## config.mk

```make
export PLATFORM = sky130hd
export DESIGN_NAME = uart_tx_engine
export DESIGN_NICKNAME = d
export VERILOG_FILES = /design/src/rtl/uart_pkg.sv /design/src/rtl/uart_baud_gen.sv /design/src/rtl/uart_tx_engine.sv
export SDC_FILE = /design/constraint.sdc
export NUM_CORES = 1
export LEC_CHECK = 0
export CAP_MARGIN = 0
export CORE_MARGIN = 3
export CORE_UTILIZATION = 30
export CTS_CLUSTER_SIZE = 10
export DETAILED_ROUTE_END_ITERATION = 16
export PLACE_DENSITY = 0.54
export RECOVER_POWER = 25
export SLEW_MARGIN = 25
export SYNTH_ARGS = -nofsm -noshare
export SYNTH_HDL_FRONTEND = slang
export SYNTH_SLANG_ARGS = --single-unit
export TNS_END_PERCENT = 20
```

## constraint.sdc

```tcl
create_clock -name Clk -period 1.7 [get_ports Clk]
set_input_delay 0.17 -clock Clk [delete_from_list [all_inputs] [get_ports Clk]]
set_output_delay 0.17 -clock Clk [all_outputs]
set_load 0.03 [all_outputs]
```

## src/rtl/uart_pkg.sv

```systemverilog
`default_nettype none
// ============================================================================
//  Module      : uart_pkg
//  Description : Shared UART definitions: FSM encodings, parity modes,
//                bit-period divisor and parity helpers.
//  Revision    : 1.0 - initial release
// ============================================================================
package uart_pkg;

    typedef enum logic [2:0] {
        ST_IDLE   = 3'd0,
        ST_START  = 3'd1,
        ST_DATA   = 3'd2,
        ST_PARITY = 3'd3,
        ST_STOP   = 3'd4
    } uart_state_e;

    localparam int PARITY_NONE = 0;
    localparam int PARITY_ODD  = 1;
    localparam int PARITY_EVEN = 2;

    // Clocks per bit; callers guarantee an exact integer ratio of at least 2.
    function automatic int calc_div(input int clkFreq, input int baudRate);
        return clkFreq / baudRate;
    endfunction

    // Data must already be masked to the frame's data width.
    function automatic logic parity_bit(input logic [7:0] data, input int mode);
        logic result;
        result = 1'b0;
        if (mode == PARITY_ODD)
            result = ~^data;
        else if (mode == PARITY_EVEN)
            result = ^data;
        return result;
    endfunction

endpackage
`default_nettype wire

```

## src/rtl/uart_baud_gen.sv

```systemverilog
`default_nettype none
// ============================================================================
//  Module      : uart_baud_gen
//  Description : Bit-period counter 0..DIV-1 with synchronous clear and a
//                BitEnd strobe on the last count of each period.
//  Revision    : 1.0 - initial release
// ============================================================================
module uart_baud_gen #(
    parameter int DIV = 10
) (
    input  logic Clk,
    input  logic Rst_n,
    input  logic Clear,
    output logic BitEnd
);

    localparam int CNT_W = (DIV > 2) ? $clog2(DIV) : 1;
    localparam logic [CNT_W-1:0] c_cntMax = CNT_W'(DIV - 1);

    logic [CNT_W-1:0] r_count;

    always_ff @(posedge Clk or negedge Rst_n) begin
        if (!Rst_n)
            r_count <= '0;
        else if (Clear || (r_count == c_cntMax))
            r_count <= '0;
        else
            r_count <= r_count + 1'b1;
    end

    assign BitEnd = (r_count == c_cntMax);

endmodule
`default_nettype wire

```

## src/rtl/uart_tx_engine.sv

```systemverilog
`default_nettype none
// ============================================================================
//  Module      : uart_tx_engine
//  Description : UART transmitter; serialises one accepted byte LSB-first
//                as start / data / optional parity / stop bits.
//  Revision    : 1.0 - initial release
// ============================================================================
module uart_tx_engine
    import uart_pkg::*;
#(
    parameter int CLK_FREQ  = 50_000_000,
    parameter int BAUD_RATE = 9600,
    parameter int DATA_BITS = 8,
    parameter int PARITY    = 0,
    parameter int STOP_BITS = 1
) (
    input  logic       Clk,
    input  logic       Rst_n,
    input  logic [7:0] TxData,
    input  logic       TxStart,
    output logic       TxReady,
    output logic       TxBusy,
    output logic       TxDone,
    output logic       Tx
);

    localparam int         DIV            = calc_div(CLK_FREQ, BAUD_RATE);
    localparam logic [7:0] c_dataMask     = 8'((1 << DATA_BITS) - 1);
    localparam logic [2:0] c_lastDataIdx  = 3'(DATA_BITS - 1);
    localparam logic [2:0] c_lastStopIdx  = 3'(STOP_BITS - 1);

    uart_state_e r_state, w_nextState;
    logic [7:0]  r_shift, w_nextShift;
    logic [2:0]  r_bitIdx, w_nextBitIdx;
    logic        r_parity, w_nextParity;
    logic        r_tx, w_nextTx;
    logic        r_txDone, w_nextTxDone;
    logic        r_txReady;
    logic        w_bitEnd;
    logic        w_baudClear;
    logic [7:0]  w_maskedData;

    assign w_maskedData = TxData & c_dataMask;

    // Counter restarts at every state change and is held at zero while idle.
    assign w_baudClear = (r_state == ST_IDLE) || (w_nextState != r_state);

    uart_baud_gen #(
        .DIV (DIV)
    ) u_baud_gen (
        .Clk    (Clk),
        .Rst_n  (Rst_n),
        .Clear  (w_baudClear),
        .BitEnd (w_bitEnd)
    );

    always_comb begin
        w_nextState  = r_state;
        w_nextShift  = r_shift;
        w_nextBitIdx = r_bitIdx;
        w_nextParity = r_parity;
        w_nextTx     = r_tx;
        w_nextTxDone = 1'b0;

        unique case (r_state)
            ST_IDLE: begin
                w_nextTx = 1'b1;
                if (TxStart) begin
                    w_nextState  = ST_START;
                    w_nextShift  = w_maskedData;
                    w_nextParity = parity_bit(w_maskedData, PARITY);
                    w_nextBitIdx = 3'd0;
                    w_nextTx     = 1'b0;
                end
            end
            ST_START: begin
                if (w_bitEnd) begin
                    w_nextState = ST_DATA;
                    w_nextTx    = r_shift[0];
                end
            end
            ST_DATA: begin
                if (w_bitEnd) begin
                    if (r_bitIdx == c_lastDataIdx) begin
                        w_nextBitIdx = 3'd0;
                        if (PARITY != PARITY_NONE) begin
                            w_nextState = ST_PARITY;
                            w_nextTx    = r_parity;
                        end else begin
                            w_nextState = ST_STOP;
                            w_nextTx    = 1'b1;
                        end
                    end else begin
                        // Shift register's bit 0 is always the bit on the line.
                        w_nextBitIdx = r_bitIdx + 3'd1;
                        w_nextShift  = r_shift >> 1;
                        w_nextTx     = r_shift[1];
                    end
                end
            end
            ST_PARITY: begin
                if (w_bitEnd) begin
                    w_nextState  = ST_STOP;
                    w_nextBitIdx = 3'd0;
                    w_nextTx     = 1'b1;
                end
            end
            ST_STOP: begin
                w_nextTx = 1'b1;
                if (w_bitEnd) begin
                    if (r_bitIdx == c_lastStopIdx) begin
                        w_nextState  = ST_IDLE;
                        w_nextBitIdx = 3'd0;
                        w_nextTxDone = 1'b1;
                    end else begin
                        w_nextBitIdx = r_bitIdx + 3'd1;
                    end
                end
            end
            default: begin
                w_nextState = ST_IDLE;
                w_nextTx    = 1'b1;
            end
        endcase
    end

    always_ff @(posedge Clk or negedge Rst_n) begin
        if (!Rst_n) begin
            r_state   <= ST_IDLE;
            r_shift   <= 8'd0;
            r_bitIdx  <= 3'd0;
            r_parity  <= 1'b0;
            r_tx      <= 1'b1;
            r_txDone  <= 1'b0;
            r_txReady <= 1'b1;
        end else begin
            r_state   <= w_nextState;
            r_shift   <= w_nextShift;
            r_bitIdx  <= w_nextBitIdx;
            r_parity  <= w_nextParity;
            r_tx      <= w_nextTx;
            r_txDone  <= w_nextTxDone;
            r_txReady <= (w_nextState == ST_IDLE);
        end
    end

    assign Tx      = r_tx;
    assign TxDone  = r_txDone;
    assign TxReady = r_txReady;
    assign TxBusy  = ~r_txReady;

endmodule
`default_nettype wire

```

* Word-level counts from Yosys, hierarchy flattened
Cells that the tools add are included.
** Word-level totals
- Word-level logic and storage cells :: 62
- ROM bits :: 0
- Bits in writable memories :: 0
- Output and inout port bits :: 4
- Bits in latches :: 0
- Input port bits :: 11
- Memories :: 0
- Register bits :: 30
** Operators by class
- Equality and inequality tests :: 13
- Reductions and logical operators :: 10
- Divide/modulo/power cells :: 0
- Multipliers :: 0
- Mux-type cells :: 29
- Bitwise logic cells :: 1
- Add/subtract/negate cells :: 2
- $lt $le $gt $ge :: 0
- Shift-type cells :: 0
** Operators with widths (count)
- $mux W3 :: 13
- $mux W8 :: 3
- $pmux W8 S2 :: 1
- $pmux W3 S5 :: 1
- $add A13 B1 Y13 const B :: 1
- $eq A13 B13 Y1 const B :: 1
- $mux W13 :: 1
- $pmux W3 S4 :: 1
- $logic_not A3 Y1 :: 3
- $mux W1 :: 8
- $ne A2 B1 Y1 const B :: 4
- $eq A3 B2 Y1 const B :: 2
- $eq A3 B3 Y1 const B :: 2
- $reduce_and A5 Y1 :: 1
- $ne A2 B2 Y1 const B :: 2
- $pmux W1 S4 :: 1
- $reduce_and A4 Y1 :: 1
- $reduce_bool A4 Y1 :: 1
- $add A3 B1 Y3 const B :: 1
- $eq A3 B1 Y1 const B :: 1
- $ne A3 B3 Y1 :: 1
- $reduce_and A3 Y1 :: 1
- $logic_or A1 B1 Y1 :: 2
- $reduce_bool A2 Y1 :: 1
- $not A1 Y1 :: 1

* Longest topological paths before layout
- Word-level depth :: 8
- Depth in mapped cells :: 6

* Modules after synthesis
Synthesis repeated with hierarchy kept, for this count alone.
** Unflattened totals
- Cell total of the unflattened synthesis :: 167
- Area, all modules :: 1629.1 µm²
** By module, submodules not included
- uart_tx_engine :: cells an instance 99, seq. area each 427.9 µm², times used 1, area each 943.4 µm²
- uart_baud_gen :: cells an instance 68, seq. area each 325.3 µm², times used 1, area each 685.7 µm²

* Worst setup path before layout
Ideal clock, no wire load.
- Path type :: register -> register
- Start point :: reg u_baud_gen.r_count[0]
- End point :: reg r_shift[0]
- Buffers on the path :: 0
- Period minus slack after synthesis :: 1757 ps
- Slack :: -57 ps
- Library setup time :: 125 ps
- Cell stages (with the launch flop) :: 6
- Arrival time :: 1632 ps
- Data required time :: 1575 ps
- Cell sequence :: dfrtp_1 > ha_1 > and4bb_2 > nand3_2 > o21ai_4 > mux2_2
** Between the ends
- Cells in the longest elaborated chain, start to end :: 3
** RTL lines
- start, declared :: line uart_baud_gen.sv:20 : logic [CNT_W-1:0] r_count;
- start signal, assigned :: line uart_baud_gen.sv:28 : r_count <= r_count + 1'b1;
- $eq A13 B13 Y1 :: line uart_baud_gen.sv:31 : assign BitEnd = (r_count == c_cntMax);
- $ne A2 B1 Y1 (no source line)
- $reduce_and A4 Y1 (no source line)
- end signal, assigned :: line uart_tx_engine.sv:138 : r_shift <= w_nextShift;
- end, declared :: line uart_tx_engine.sv:33 : logic [7:0] r_shift, w_nextShift;
Every way passes these cells.
A chain may end at the register's enable or synchronous reset.

* Final worst setup path
- Start point :: reg u_baud_gen.r_count[9]
- End point :: reg r_shift[4]
The elaborated chain is that of the path after synthesis.

==> impl_results.md <==
* Status: finished, final reports clean
* Synthesis-to-finish area growth at 34.35%
* Die Width at 80.90 um
* WL per Instance at 13.70 um
* Async set or reset register ratio after synthesis at 1.000
* R2r setup slk at 0.01 ns
* CTS H-tree depth at 2
* Vias per std cell at 4.856
* Synth Instances at 159
* Worst r2r src: u_baud_gen.r_count[9]
* Place WS at 0.009042 ns
* Share of the yosys chip area belonging to registers at 0.4476
* Total power at 1.378 mW
* Share of cells above drive strength 1 at 0.3383
* Vias in the first global route at 1,375
* Port bufs at 14
* Post-Syn Nets at 174
* Die height at 80.90 um
* Post-route ant nets at 0
* Critical Path RT at 1.85 ns
* Mapped cell area at 1683 um2
* Max-cap violations at 0
* Share of the synthesized area in the top cell type at 0.4164
* Critical path's slowest cell: dfrtp_1
* WS Path Type: reg2reg
* Hold Fails Final Rpt at 0
* Gr usage total at 0.1272
* Reg-to-reg endpoint: r_shift[4]
* Num CTS Buffers at 5
* Gr ovfl total at 0
* Diode count at 0
* Top-count cell post-synth: dfrtp_1
* Yosys top cell by area: dfrtp_1
* Mean area per synthesized cell at 10.58 um2
* RSZ-0062 raised after global routing: yes
* Synth area leaders: dfrtp_1 (42%), mux2_2 (10%), nor2_1 (3.3%)
* Maximum clock rate at 591.5 MHz
* Setup ws final at 0.009520 ns
* DRT iter0 DRCs at 60
* Final setup violation count at 0
* #FFs+latches synth at 30
* Largest stage delay, worst path at 0.43 ns
* Critical Path Fanout Max at 8
* Layout Nets at 215
* Relative slew slack at 0.4894
* Clock transition at the registers of the reported paths at 0.07 ns
* TritonRoute pass-1 iters at 4
* Initial Util at 0.3193
* Dpl hpwl at 2.778 mm
* Maximum clock path buffer count at 2
* # IOs at 15
* DIE AREA at 6544 um2
* Post-synth EDFFs at 0
* Min-delay worst type: in2async
* Final worst-path cycle share at 0.9944
* Cell Pwr Density at 609.4 nW/um2
* Initial antenna violation count at 0
* Hold_buf cts at 0
* Worst r2r path cells at 5
* Static leakage at 0.9352 nW
* Ys flop type: dfrtp_1
* Gpl congestion at 0.8589
* Final Critical Period at 1.690 ns
* Final wirelength at 3.714 mm
* Least-Margin Pin Slew at 0.7659 ns
* Rows at 26
* Via count at 1,316
* Setup crit end kind: flop
* Global-route wire length before repair at 6.375 mm
* # clock sinks at 30
* Root Driver: clkbuf_8
* DRC at 0
* Post-route clock skew at 0.01030 ns
* Synth cell count leaders: dfrtp_1 (28), mux2_2 (15), nor2_1 (15)
* CTS tree: done
* Worst EP arrival at 1.84 ns
* Slew Limit Fails at 0
* Core Box Area at 5270 um2
* Critical Path Start Type: flop
* Yosys cell types at 48
* Maximum VDD drop at 0.0004676 V
* Yosys warning count at 0
* Largest net degree at the start of global routing at 31
* Cell Chain, Critical Path: nor4b_4 -> nand3_2 -> o21ai_4 -> buf_12 -> mux2_4
* Clk Latency, worst-skew pair at 0.28 ns
[area by class of cell]
cell class / instances / area [um2]
Timing Repair Buffer: 41 / 352.8
Inverter: 4 / 15.01
Multi-Input combinational cell: 118 / 962.2
Sequential cell: 30 / 753.2
Clock buffer: 8 / 90.09
Tap cell: 70 / 87.58
Fill cell: 533 / 3009
[metrics by stage]
step	TNS (ns)	util	std cells	area [um2]	hold slack, ns
after CTS	-0.03725	0.4271	271	2251	0.2916
final	0	0.4290	271	2261	0.4880
after detailed placement	0	0.4062	261	2141	0.4948
after global routing	-1.047	0.4290	271	2261	0.5337
after global placement	0	0.4062	261	2141	0.4797
after floorplan	0	-	159	1745	-0.1256
[layout by cell type (no fill, tap or decap), types with 3 or more instances in the layout]
cell type | netlist | final
nor2b_1 | 3 | 3
xor2_1 | 6 | 6
clkbuf_8 | 0 | 6
clkdlybuf4s50_1 | 0 | 13
nor2_1 | 15 | 14
mux2_2 | 15 | 7
nand3_1 | 6 | 6
xnor2_1 | 4 | 4
o21ai_0 | 5 | 5
nand2b_1 | 4 | 4
a21oi_1 | 6 | 6
buf_4 | 0 | 25
mux2_4 | 1 | 9
nor3_1 | 4 | 4
dfrtp_1 | 28 | 28
nand4_1 | 4 | 4
nand2_1 | 6 | 5
inv_1 | 4 | 4
[registers in the layout (all words and copies together), names as in the netlist]
register	cells
Tx	1
TxDone	1
TxReady	1
r_bitIdx	3
r_shift	8
r_state	3
u_baud_gen.r_count	13
[routing by layer]
| layer | GRT usage | up-vias | part of all wire |
|---|---|---|---|
| met4 | 0.04730 | 0 | 0.012 |
| met1 | 0.1613 | 642 | 0.46 |
| met2 | 0.2077 | 20 | 0.50 |
| met5 | 0 | - | 0 |
| li1 | - | 647 | - |
| met3 | 0.03326 | 7 | 0.030 |
[how the worst max path moves through the flow]
stage                        to  cells past startpoint  slack, ns                  start
floorplan            r_shift[0]                      5      0.005  u_baud_gen.r_count[5]
global placement    r_bitIdx[0]                      5       0.03                TxStart
detailed placement   r_shift[6]                      5      0.009  u_baud_gen.r_count[8]
CTS                  r_shift[3]                      5      -0.01  u_baud_gen.r_count[7]
global route         r_shift[4]                      5      -0.07  u_baud_gen.r_count[7]
finish               r_shift[4]                      5       0.01  u_baud_gen.r_count[9]
[worst max-delay path, delay by kind of cell (launching register included)]
family	cells	cell delay [ns]
simple gates	2	0.51
flops	1	0.43
mux	1	0.30
compound gates	1	0.18
buf+inv	1	0.15
[what timing repair did]
| action | CTS | global route |
|---|---|---|
| resized for setup | 1 | 3 |
| pin swaps | 2 | 1 |
| endpoints found under the setup margin | 9 | 24 |
| buffers inserted | 2 | 0 |
[power by group]
group | internal, mW | switching (mW) | total (mW)
clock network | 0.330 | 0.253 | 0.583
logic | 0.0412 | 0.0239 | 0.0651
registers | 0.724 | 0.00550 | 0.730
[cells by family after synthesis]
family,Yosys count,synth area share
fa+ha+maj,4,0.02974
mux,17,0.1152
simple gates,64,0.2357
flops,30,0.4476
xor+xnor,10,0.05204
compound gates,23,0.09146
buf+inv,11,0.02825
(Power assumes the default switching activity.)
==> RTL edit 1 (same flow settings) <==
Change the parameter `BAUD_RATE` from 9600 to 38400.
--- a/src/rtl/uart_tx_engine.sv
+++ b/src/rtl/uart_tx_engine.sv
@@ -11,3 +11,3 @@
     parameter int CLK_FREQ  = 50_000_000,
-    parameter int BAUD_RATE = 9600,
+    parameter int BAUD_RATE = 38400,
     parameter int DATA_BITS = 8,
Formal check against the unedited RTL: same outputs for any inputs over 10 cycles, from zero or initial values and one cycle with Rst_n low; that may be too few to reach the edited logic, so the function may still have changed.
==> RTL edit 1 against the unedited design <==
Count of clock-buffer cells in the layout decreased by 4. Sequential cell count is 2 lower. Wire length is 15% lower. Critical path type unchanged. Setup slack improved by 4.4 ps. Largest cell class unchanged. Area after synthesis shrank 10%. Final area shrank 9.7%. First-iteration DRC count up 82%. Fmax is 0.26% higher.
Power is not compared: it rests on default switching activity, and its combinational part moved more than twofold at a synthesized area within 25%.
==> RTL edit 1: results (changes against the unedited design) <==
| Metric | Value |
|---|---|
| Synth top area cells | `dfrtp_1 43%, mux2_2 10%, nor2_1 5.0%` |
| Met3 wire length | `97 µm (-13%)` |
| Clkbuf count | `4 (-4)` |
| Sequential share of the synthesized area | `46.4% (+1.7 points)` |
| Post_cts resized | `2 (+1)` |
| Vias/cell | `4.70 (-3.3%)` |
| Met1 WL | `1420 µm (-16%)` |
| Fin util | `42.6% (-0.26 points)` |
| Syn_nets | `157 (-9.8%)` |
| Non-CTS buffers | `38 (-7.3%)` |
| Vias in the first global route | `1252 (-8.9%)` |
| Non-clk invs | `5 (+1)` |
| Layout cells sized above 1 | `33.7% (-0.12 points)` |
| Grt met3 use | `3.29% (-0.040 points)` |
| CTS Buf Count | `3 (-2)` |
| Highest cell delay on the worst timing path | `410 ps (-20 ps)` |
| Top Registers | `u_baud_gen.r_count: 11 flops, r_shift: 8 flops` |
| Buffering overhead | `17.0% (+1.4 points)` |
| Num tapcells | `67 (-4.3%)` |
| Routing usage on met1 | `14.3% (-1.8 points)` |
| Status | `finished, final reports clean` |
| Multi-In Gates | `103 (-13%)` |
| Pin count of the biggest net entering global routing | `29 (-6.5%)` |
| Final non-filler cell total | `245 (-9.6%)` |
| Placed cell count | `240 (-8.0%)` |
| Initial DRC Count | `109 (+82%)` |
| GRT Overall Usage | `11.7% (-1.0 points)` |
| Placed instance area | `1940 µm² (-9.5%)` |
| Critical path's top delay family | `flip-flops` |
| Post-CTS setup buffers | `0 (-2)` |
| Fillcell total | `447 (-16%)` |
==> RTL edit 1: worst paths after layout <==
path	endpoint	slack, ps	cells past startpoint
hold reg to reg	r_shift[0]$_DFFE_PN0P_	520	1
min in group Clk	r_shift[0]$_DFFE_PN0P_	520	1
setup / recovery	r_shift[4]$_DFFE_PN0P_	10	6
max in group asynchronous	u_baud_gen.r_count[4]$_DFF_PN0_	780	2
setup reg to reg	r_shift[4]$_DFFE_PN0P_	10	6
hold / removal	r_bitIdx[1]$_DFFE_PN0P_	460	2
==> RTL edit 1: where the power goes <==
part           total [mW]  internal (mW)  switching (mW)
registers           0.908          0.815          0.0935
logic               0.551          0.317           0.234
clock network       0.416          0.208           0.208
total                1.88           1.34           0.536
==> RTL edit 1: cell families after synthesis <==
family | count (synthesis) | synth area share [%]
compound gates | 14 | 7.52
simple gates | 58 | 20.3
buf+inv | 10 | 3.31
fa+ha+maj | 5 | 4.13
flops | 28 | 46.4
mux | 17 | 13.1
xor+xnor | 9 | 5.21
==> RTL edit 2 (same settings) <==
Without the edit above. Encoding of `uart_state_e`: now one-hot (5 bits for 5 states).
--- a/src/rtl/uart_pkg.sv
+++ b/src/rtl/uart_pkg.sv
@@ -9,8 +9,8 @@
 
-    typedef enum logic [2:0] {
-        ST_IDLE   = 3'd0,
-        ST_START  = 3'd1,
-        ST_DATA   = 3'd2,
-        ST_PARITY = 3'd3,
-        ST_STOP   = 3'd4
+    typedef enum logic [4:0] {
+        ST_IDLE   = 5'b00001,
+        ST_START  = 5'b00010,
+        ST_DATA   = 5'b00100,
+        ST_PARITY = 5'b01000,
+        ST_STOP   = 5'b10000
     } uart_state_e;
Function: no difference found for any inputs over 10 cycles, from zero or initial values and one cycle with Rst_n low; not proved beyond that.
==> RTL edit 2 against the unedited design <==
Critical endpoint is now u_baud_gen.r_count[1]$_DFF_PN0_. Combinational power fell by 30%. Largest power group unchanged. Final area up 20%. Critical path type unchanged. Sequential share of layout area shrank 3.7 points. Largest cell class unchanged. Area after synthesis increased by 17%. Fmax fell by 13%. Wire length up 21%. Power rose by 2.5%. Highest routed layer unchanged. The flow now finishes with violations (setup timing). Sequential cell count rose by 2. Setup slack lost 250 ps.
==> RTL edit 2: results (changes against the unedited design) <==
| Metric | Value |
|---|---|
| Vias/cell | `4.93 (+1.6%)` |
| First-pass GRT wire length | `8020 µm (+26%)` |
| Distinct cell type count after synthesis | `49 (+2.1%)` |
| Reg clk slew, reported paths | `70 ps (about the same)` |
| Worst-Margin Slew | `784 ps (+18.1 ps)` |
| Wire per inst | `14.1 µm (+3.0%)` |
| CP max stage cell | `dfrtp_1` |
| Pin count of the biggest net entering global routing | `33 (+6.5%)` |
| Final setup margin | `-239 ps (-249 ps)` |
| Status | `complete, but fails checks` |
| # setup viols final | `25 (+25)` |
| Fillcell total | `589 (+11%)` |
| Antenna cells | `0 (unchanged)` |
| Synth async-reset ratio | `100% (unchanged)` |
| Leakage | `1.17 nW (+25%)` |
| Synth warnings | `0 (unchanged)` |
| GRT Overall Usage | `13.4% (+0.67 points)` |
| CTS Buf Count | `5 (unchanged)` |
| Clock Latency Late Sink | `280 ps (about the same)` |
| Mean Syn Cell Area | `10.9 µm² (+3.1%)` |
| Highest cell delay on the worst timing path | `380 ps (-50 ps)` |
| Syn_nets | `196 (+13%)` |
| Overall power | `1.41 mW (+2.5%)` |
| Top Registers | `u_baud_gen.r_count: 13 flops, r_shift: 8 flops, r_state: 5 flops` |
| Ys flop type | `dfrtp_1` |
| Routed wire length | `4500 µm (+21%)` |
| Failing checks | `setup timing` |
| Layout cells sized above 1 | `44.3% (+10 points)` |
| Placed cell count | `309 (+18%)` |
| Worst VDD drop | `0.348 mV (-26%)` |
| # port buffers | `14 (unchanged)` |
| XOR/XNOR Fraction of Synth Area | `5.32% (+0.12 points)` |
| Synth Area in Adders | `2.53% (-0.44 points)` |
| Compound-Gate Fraction of Synth Area | `18.5% (+9.3 points)` |
| Nets | `258 (+20%)` |
| Clk buf depth | `2 (unchanged)` |
| Synth top area cells | `dfrtp_1 37%, mux2_2 9.7%, a211oi_2 6.3%` |
| H-tree Lvls | `2 (unchanged)` |
| Most instantiated cells after synthesis | `29 x dfrtp_1, 17 x mux2_2, 10 x a211oi_2, 10 x inv_1, 10 x nand3_1` |
| RePlAce Congestion | `0.804 (-6.4%)` |
| Hold Crit Class | `primary input to flop` |
| Number of iterations in the first detailed-routing pass | `4 (unchanged)` |
| Critical path fanouts, max | `14 (+6)` |
| Vias in the first global route | `1629 (+18%)` |
| Worst path arrival time | `2130 ps (+290 ps)` |
| Setup TNS | `-4780 ps (-4780 ps)` |
| DP Wirelength | `3310 µm (+19%)` |
| Initial DRC Count | `66 (+10%)` |
| Sequential share of the synthesized area | `40.7% (-4.0 points)` |
| Post-synthesis mux area share | `10.2% (-1.3 points)` |
| Initial antenna violation count | `0 (unchanged)` |
| Worst Clk Skew | `7.07 ps (-3.22 ps)` |
| CTS root buf | `clkbuf_8` |
RTL edit 2: critical path: cells and delay by family, from the launching register on:
kind | cells | cell delay (ps)
adder cells (fa/ha/maj) | 2 | 360
AO/OA/AOI/OAI | 3 | 560
flip-flops | 1 | 380
buffers and inverters | 1 | 160
AND/OR/NAND/NOR | 1 | 370
RTL edit 2: stage by stage:
step                area, µm²  util (%)  setup WS [ps]
detailed placement       2550      41.7           -305
finish                   2720      44.3           -239
floorplan                1990         -           -200
CTS                      2700      44.0           -254
global route             2720      44.3           -317
global placement         2550      41.7           -256
RTL edit 2: what timing repair did:
| item | in CTS | in global routing |
|---|---|---|
| resized for setup | 9 | 5 |
| cloned | 0 | 0 |
| endpoints found under the setup margin | 28 | 29 |
| setup buffers | 1 | 1 |
| pin swaps | 1 | 4 |
RTL edit 2: kinds of logic after synthesis:
group / after synthesis
compound gates: 39
xor+xnor: 12
fa+ha+maj: 4
buf+inv: 20
flops: 32
mux: 18
simple gates: 56
RTL edit 2: per-layer routing:
layer / share of wire, % / GRT usage (%) / vias up / wire [µm]
met1: 48 / 19.5 / 755 / 2180
met3: 3.7 / 2.46 / 4 / 166
met5: 0 / 0 / - / 0
li1: - / - / 792 / -
met4: 1.3 / 4.60 / 0 / 57
met2: 47 / 19.9 / 23 / 2100
RTL edit 2: final timing paths:
check	startpoint	end	slack (ps)	cells after the start
max	r_bitIdx[1]$_DFFE_PN0P_	u_baud_gen.r_count[1]$_DFF_PN0_	-240	7
min	TxData[7]	r_shift[7]$_DFFE_PN0P_	450	3
max reg2reg	r_bitIdx[1]$_DFFE_PN0P_	u_baud_gen.r_count[1]$_DFF_PN0_	-240	7
min reg2reg	r_shift[3]$_DFFE_PN0P_	r_shift[3]$_DFFE_PN0P_	500	1
max in group asynchronous	Rst_n	r_state[1]$_DFF_PN0_	670	2
min in group asynchronous	Rst_n	r_state[3]$_DFF_PN0_	490	2
RTL edit 2: report_power, final:
part / internal (mW) / switching [mW]
registers: 0.762 / 0
clock network: 0.330 / 0.274
logic: 0.0264 / 0.0190
total: 1.12 / 0.293
RTL edit 2: area by class of cell:
type / instances / share of cell area, %
clock buffers: 8 / 3.31
inverters: 10 / 1.38
multi-input cells: 129 / 42.2
flip-flops and latches: 32 / 29.6
well taps: 75 / 3.45
repair buffers: 65 / 20.1
